[src/rtl/controlador_secuencia.sv]
// Simon-style sequence controller: grows a random cell sequence,
// replays it as timed flashes and checks the player's presses.
module controlador_secuencia #(
  parameter int MAX_LEN = 16,
  parameter int LEN_W   = 5,
  parameter int T_ON    = 12500000,
  parameter int T_OFF   = 6250000,
  parameter int CNT_W   = 24
) (
  input  logic             clk,
  input  logic             rst,
  input  logic             iniciar,
  input  logic [3:0]       posicion,
  input  logic             boton_valido,
  input  logic [3:0]       boton_pos,
  output logic             pedir,
  output logic             mostrar,
  output logic [3:0]       celda,
  output logic [LEN_W-1:0] nivel,
  output logic             esperando,
  output logic             acierto,
  output logic             error,
  output logic             fin
);

  localparam int AW    = (MAX_LEN > 1) ? $clog2(MAX_LEN) : 1;
  localparam int DEPTH = 1 << AW;

  localparam logic [LEN_W-1:0] ONE_L  = LEN_W'(1);
  localparam logic [LEN_W-1:0] MAXL   = LEN_W'(MAX_LEN);
  localparam logic [CNT_W-1:0] ONE_C  = CNT_W'(1);
  localparam logic [CNT_W-1:0] ON_FIN = CNT_W'(T_ON - 1);
  localparam logic [CNT_W-1:0] OF_FIN = CNT_W'(T_OFF - 1);

  typedef enum logic [3:0] {
    S_IDLE,
    S_PEDIR,
    S_ESPERA,
    S_CAPTURA,
    S_ON,
    S_OFF,
    S_ENTRADA,
    S_ACIERTO,
    S_ERROR,
    S_GANADO
  } state_t;

  state_t state, state_n;

  logic [3:0]       mem [DEPTH];
  logic [LEN_W-1:0] idx, idx_n;
  logic [LEN_W-1:0] nivel_n;
  logic [CNT_W-1:0] timer, timer_n;
  logic [3:0]       celda_n;
  logic [3:0]       actual;
  logic             ultimo;

  assign actual = mem[idx[AW-1:0]];
  assign ultimo = (idx + ONE_L) == nivel;

  always_ff @(posedge clk) begin
    if (rst) begin
      state     <= S_IDLE;
      idx       <= '0;
      nivel     <= '0;
      timer     <= '0;
      celda     <= '0;
      pedir     <= 1'b0;
      mostrar   <= 1'b0;
      esperando <= 1'b0;
      acierto   <= 1'b0;
      error     <= 1'b0;
      fin       <= 1'b0;
    end else begin
      state     <= state_n;
      idx       <= idx_n;
      nivel     <= nivel_n;
      timer     <= timer_n;
      celda     <= celda_n;
      pedir     <= state_n == S_PEDIR;
      mostrar   <= state_n == S_ON;
      esperando <= state_n == S_ENTRADA;
      acierto   <= state_n == S_ACIERTO;
      error     <= state_n == S_ERROR;
      fin       <= state_n == S_GANADO;
    end
  end

  // sequence storage survives reset on purpose
  always_ff @(posedge clk) begin
    if (!rst && state == S_CAPTURA)
      mem[nivel[AW-1:0]] <= posicion;
  end

  always_comb begin
    state_n = state;
    idx_n   = idx;
    nivel_n = nivel;
    timer_n = timer;
    unique case (state)
      S_IDLE, S_GANADO: begin
        if (iniciar) begin
          nivel_n = '0;
          state_n = S_PEDIR;
        end
      end
      S_PEDIR:  state_n = S_ESPERA;
      S_ESPERA: state_n = S_CAPTURA;
      S_CAPTURA: begin
        nivel_n = nivel + ONE_L;
        idx_n   = '0;
        timer_n = '0;
        state_n = S_ON;
      end
      S_ON: begin
        if (timer == ON_FIN) begin
          timer_n = '0;
          state_n = S_OFF;
        end else begin
          timer_n = timer + ONE_C;
        end
      end
      S_OFF: begin
        if (timer == OF_FIN) begin
          timer_n = '0;
          if (ultimo) begin
            idx_n   = '0;
            state_n = S_ENTRADA;
          end else begin
            idx_n   = idx + ONE_L;
            state_n = S_ON;
          end
        end else begin
          timer_n = timer + ONE_C;
        end
      end
      S_ENTRADA: begin
        if (boton_valido) begin
          if (boton_pos != actual)
            state_n = S_ERROR;
          else if (ultimo)
            state_n = S_ACIERTO;
          else
            idx_n = idx + ONE_L;
        end
      end
      S_ACIERTO: state_n = (nivel == MAXL) ? S_GANADO : S_PEDIR;
      S_ERROR:   state_n = S_IDLE;
      default:   state_n = S_IDLE;
    endcase
  end

  // the freshly captured cell is not in mem yet when entering the display
  always_comb begin
    celda_n = celda;
    if (state_n == S_ON && state != S_ON) begin
      if (state == S_CAPTURA && idx_n[AW-1:0] == nivel[AW-1:0])
        celda_n = posicion;
      else
        celda_n = mem[idx_n[AW-1:0]];
    end
    if (state_n == S_IDLE)
      celda_n = '0;
  end

endmodule

[config.mk]
export PLATFORM = sky130hd
export DESIGN_NAME = controlador_secuencia
export DESIGN_NICKNAME = d
export VERILOG_FILES = /design/src/rtl/controlador_secuencia.sv
export SDC_FILE = /design/constraint.sdc
export NUM_CORES = 1
export LEC_CHECK = 0
export ABC_AREA = 1
export BUFFER_PORTS_ARGS = -buffer_cell sky130_fd_sc_hd__buf_4
export CELL_PAD_IN_SITES_DETAIL_PLACEMENT = 0
export CELL_PAD_IN_SITES_GLOBAL_PLACEMENT = 1
export CORE_MARGIN = 3
export CORE_UTILIZATION = 45
export DETAILED_ROUTE_END_ITERATION = 10
export GPL_TIMING_DRIVEN = 0
export PLACE_DENSITY_LB_ADDON = 0.1
export SYNTH_ARGS = -nofsm -noshare
export SYNTH_HDL_FRONTEND = slang
export SYNTH_SLANG_ARGS = --single-unit
[constraint.sdc]
create_clock -name clk -period 3.97 [get_ports clk]
set_input_delay 0.5955 -clock clk [delete_from_list [all_inputs] [get_ports clk]]
set_output_delay 0.5955 -clock clk [all_outputs]
set_load 0.02 [all_outputs]
# ---- Yosys cells after proc, flatten, opt, wreduce, memory -nomap -nowiden
# Memories as Yosys holds them, arrays and structs flattened. A register that Yosys moved wholly into a read port is not among the register bits.
# Cells that the tools add are included.
dict set report op_classes {
  mux 23
  n_reduce_logical 12
  n_addsub 3
  n_eq_ne 25
}
# op count
set ops {}
lappend ops {{case mux 24 bit (3 select lines)} 1}
lappend ops {{2-to-1 mux 24 bit} 2}
lappend ops {{2-to-1 mux 4 bit} 8}
lappend ops {{case mux 4 bit (8 select lines)} 1}
lappend ops {{2-to-1 mux 5 bit} 6}
lappend ops {{equality test 4 x 3 -> 1 bit, second input constant} 7}
lappend ops {{adder 24 x 1 -> 24 bit, second input constant} 1}
lappend ops {{equality test 24 x 23 -> 1 bit, second input constant} 1}
lappend ops {{equality test 24 bit, second input constant} 1}
lappend ops {{case mux 5 bit (3 select lines)} 1}
lappend ops {{equality test 4 bit, second input constant} 3}
lappend ops {{adder 5 x 1 -> 5 bit, second input constant} 2}
lappend ops {{inequality test 2 bit, second input constant} 5}
lappend ops {{case mux 5 bit (2 select lines)} 1}
lappend ops {{equality test 4 x 1 -> 1 bit, second input constant} 2}
lappend ops {{equality test 4 x 2 -> 1 bit, second input constant} 2}
lappend ops {{logical NOT 4 bit} 2}
lappend ops {{nonzero test 3 bit} 2}
lappend ops {{equality test 5 bit} 1}
lappend ops {{equality test 5 bit, second input constant} 1}
lappend ops {{AND reduction 5 bit} 1}
lappend ops {{inequality test 4 x 3 -> 1 bit, second input constant} 1}
lappend ops {{inequality test 4 bit} 1}
lappend ops {{OR reduction 2 bit} 2}
lappend ops {{6 further kinds} 8}
dict set report totals {
  out_inout_bits 15
  register_bits 44
  ram_bits 64
  wordCells 75
  n_memories 1
  input_bits 12
}
# memory depth word_bits read_ports rd_ports_with_merged_regs write_ports line_no
set mem_list {}
lappend mem_list {mem 16 4 2 2 1 50} ;# logic [3:0] mem [DEPTH];

# ---- Logic depth before layout (Yosys ltp)
dict set report logic_depth {
  depth_word 8
  ltp_mapped 24
  depth_no_buf 23
}

# ---- Worst setup path before layout
# No wires, ideal clock.
dict set report synth_path {
  path_type {reg2reg}
  startpoint {register idx[0]}
  endpoint {register celda[3], read port of mem}
  t_arrival_ps 2472
  stages_incl_launch_ff 20
  path_buffers 1
  synth_period_minus_slack_ps 2538
  required_ps 3904
  path_slack_ps 1432
  setup_time_ps 66
  cell_sequence {dfxtp_1 > ha_1 > nand2_1 > nor2_1 > xor2_1 > nor2_1 > nor2_1 > nand3_2 > ha_1 > nand4_1 > nand3_1 > nand2_2 > nand2_4 > buf_2 > nand2_1 > nand3_1 > nand3_1 > nand3_1 > nand3_1 > a21oi_2}
}
dict set report synth_between {
  elab_chain_len 8
  elab_cells_between_ends 18
  cone_classes {1 x add/sub; 2 x eq/ne; 12 x mux; 3 x reduce/logical}
}
# element line_no
set synth_lines {}
lappend synth_lines {{from (decl)} 51} ;# logic [LEN_W-1:0] idx, idx_n;
lappend synth_lines {{from (signal assigned)} 76} ;# idx <= idx_n;
lappend synth_lines {{adder 5 x 1 -> 5 bit} {59, 130, 144}}
lappend synth_lines {{equality test 5 bit} 59} ;# assign ultimo = (idx + ONE_L) == nivel;
lappend synth_lines {{2-to-1 mux 4 bit} 141} ;# else if (ultimo)
lappend synth_lines {{2-to-1 mux 4 bit} 139} ;# if (boton_pos != actual)
lappend synth_lines {{2-to-1 mux 4 bit} 138} ;# if (boton_valido) begin
lappend synth_lines {{case mux 4 bit (8 select lines)} 100} ;# unique case (state)
lappend synth_lines {{equality test 4 x 3 -> 1 bit or logical NOT 4 bit (tied branches)} {156, 162}}
lappend synth_lines {{logical AND 1 bit or OR reduction 2 bit (tied branches)} -}
lappend synth_lines {{to (decl)} 18} ;# output logic [3:0] celda,
# Parallel ways exist; a longest one is shown, timed or not. The select of a mux whose other input is x is not followed.
# A chain may end at the register's enable or synchronous reset.

# ---- Worst setup path in the final report
# Same ends and word-level chain as after synthesis.

==> results.cfg <==
[clock_tree]
cts_buffers = 9
postCtsSetupRepairBufs = 0
cts_resized = 0
htree_levels = 3
clkLatencyLatePin_ns = 0.36
cts-root-buf = clkbuf_16
tritoncts = built
cts.path.max_buffers = 2
cts_sinks = 112
clk_pin_slew_worst_paths_ns = 0.07
postCtsHoldBufs = 0

[drt]
vias = 6103
routed_wl_um = 20200
ant_nets = 0
routed_via_density = 5.55
first_pass_iters = 5
wl_per_cell_um = 18.3
drc_errors = 0
initialDrtViolationCount = 554

[run_status]
status = complete, no violations

[synthesis]
syn_area_um2 = 6580
synth_top_area_cell = edfxtp_1
synth_cells = 878
synth_top_flop_cell = edfxtp_1
synth_top_area_frac = 0.292
async_reset_ff_frac = 0
synth_enable_flop_cells = 64
ys_top_cells_by_area = edfxtp_1 (29%), dfxtp_1 (15%), nand2_1 (12%)
synth-seq-cells = 112
ys_seq_area_frac = 0.438
ys_warn_count = 0
syn_area_per_cell_um2 = 7.49
synthesis.nets = 897
synth_cell_types = 47

[worst_setup_path]
cp-end-kind = flip-flop
cp-start-kind = flip-flop
crit_slowest_cell = dfxtp_1
crit_type = flip-flop to flip-flop
required_ns = 4.27
critPathMaxStageDelay_ns = 0.43
cp_common_cell = nand3_1
path_cells = ha_1 -> nand2_1 -> nor2_1 -> xor2_1 -> nor2_1 -> nor2_1 -> nand3_2 -> ha_1 -> nand4_1 -> nand3_1 -> nand2_2 -> nand2_4 -> buf_2 -> nand2_1 -> nand3_1 -> nand3_1 -> nand3_1 -> nand3_1 -> a21oi_2
worstPathArrival_ns = 3.72
crit_path_max_fanout = 10

[global_routing]
grt_remaining_overflow = 0
antenna_found_initial = 0
grt_max_degree = 18
grt_usage = 0.255
grt_pass1_wl_um = 31900
first_global_vias = 5901

[die]
core_area_um2 = 14100
dieArea_um2 = 16100
num_rows = 43
initial_core_util = 0.467
die_w_um = 127
ioPinCount = 27
dieHeight_um = 127

[timing]
clock.fmax_mhz = 292
post-route-period-util = 0.864
finalHoldViolCount = 0
drv_slew = 0
setup_viol = 0
rsz0062_at_grt = false
worstMarginPinSlew_ns = 1.20
skew_ns = 0.00612
period_minus_slack_ns = 3.43
setup_tns_ns = 0
max_slew_margin = 0.195

[flow_run]
cap_violations = 0

[pwr]
p_leak_nw = 3.08
powerDensity_nw_per_um2 = 365
vdd_drop_max_mv = 0.214

[cells_and_area]
drive_gt1_frac = 0.107
design_area_um2 = 7300
area_growth_pct = 11.0
nNetsFinal = 933
n_antenna_cell = 0

[min_path]
holdCritPathClass = flip-flop to flip-flop

[placement]
dp_hpwl_um = 14900
dpl_cell_area_um2 = 6990
io_buffers = 25
routabilityCongestion = 0.991
==> report_power, final <==
| group | internal, mW | switching, mW | leakage, nW | total (mW) |
|---|---|---|---|---|
| clock | 0.549 | 0.429 | 0.154 | 0.977 |
| sequential | 1.24 | 0.00960 | 0.962 | 1.25 |
| combinational | 0.131 | 0.312 | 1.96 | 0.442 |
| total | 1.92 | 0.750 | 3.08 | 2.67 |
==> kinds of logic (layout without fill, tap and decap cells) <==
logic type | Yosys count | after routing | share of synthesized area
XOR/XNOR | 7 | 7 | 0.00932
AND/OR/NAND/NOR | 509 | 509 | 0.356
adder cells (fa/ha/maj) | 7 | 7 | 0.0133
buffers and inverters | 159 | 200 | 0.105
flip-flops | 112 | 112 | 0.438
AO/OA/AOI/OAI | 84 | 84 | 0.0784
==> per-stage QoR <==
stage	power (mW)	cells	hold slack (ns)	utilization	setup slack [ns]
floorplan	1.56	878	0.449	-	1.43
global placement	1.70	1083	0.462	0.496	0.758
detailed placement	1.71	1083	0.472	0.496	0.671
CTS	2.67	1099	0.485	0.518	0.642
global route	2.77	1099	0.495	0.518	0.291
finish	2.67	1099	0.486	0.518	0.542
==> flip-flops by register name, indices dropped and copies added, names as in the netlist <==
signal	cells
fin	1
esperando	1
error	1
mostrar	1
idx	5
celda	4
acierto	1
nivel	5
state	4
pedir	1
timer	24
mem	64
==> synthesized netlist by cell type (6+ instances only) <==
cell type,n
a21oi_1,24
inv_2,7
nand4_1,15
buf_2,8
nand2_1,215
inv_1,117
nor4_1,10
nand3_2,7
o21ai_1,7
buf_4,6
nand2_2,6
nand3_1,155
edfxtp_1,64
a211oi_1,6
nor2_1,69
o21ai_0,20
nor3_1,14
dfxtp_1,48
clkbuf_1,12
ha_1,7
==> worst paths after layout <==
kind              cells past startpoint  startpoint  endpoint  slack (ns)
setup / recovery                     19      idx[0]  celda[3]        0.54
hold reg to reg                       2      idx[4]    idx[4]        0.49
setup reg to reg                     19      idx[0]  celda[3]        0.54
hold / removal                        2      idx[4]    idx[4]        0.49
==> layout make-up <==
cell class | count | area [µm²]
buffer | 32 | 209
clock buffer | 9 | 225
clock inverter | 7 | 86.3
fill | 1384 | 6800
inverter | 127 | 482
multi-input combinational | 607 | 3000
sequential | 112 | 2880
tap | 180 | 225
timing repair buffer | 25 | 188
==> cells in the final DEF, fill, tap and decap left out, drive strengths merged, types with 3 or more instances in the layout <==
master,synthesis,layout
nand2,223,223
nand3,163,163
inv,126,126
nor2,74,74
edfxtp,64,64
dfxtp,48,48
buf,20,45
a21oi,28,28
o21ai,27,27
clkbuf,12,21
nor3,16,16
nand4,15,15
nor4,10,10
ha,7,7
a211oi,6,6
or2,6,6
clkinv,1,6
o211ai,5,5
o22ai,5,5
xor2,5,5
o221ai,3,3
o31ai,3,3
==> worst max-delay path: cells and delay by family, from the launching register on <==
| kind | cells | cell delay, ns |
|---|---|---|
| AND/OR/NAND/NOR | 14 | 1.68 |
| XOR/XNOR | 1 | 0.26 |
| AO/OA/AOI/OAI | 1 | 0.16 |
| flip-flops | 1 | 0.43 |
| adder cells (fa/ha/maj) | 2 | 0.53 |
| buffers and inverters | 1 | 0.30 |
==> metal layers <==
metal	GRT usage	wire, µm
met1	0.331	8770
met2	0.423	9460
met3	0.0425	1160
met4	0.105	768
met5	0	0
(Power assumes the default switching activity.)
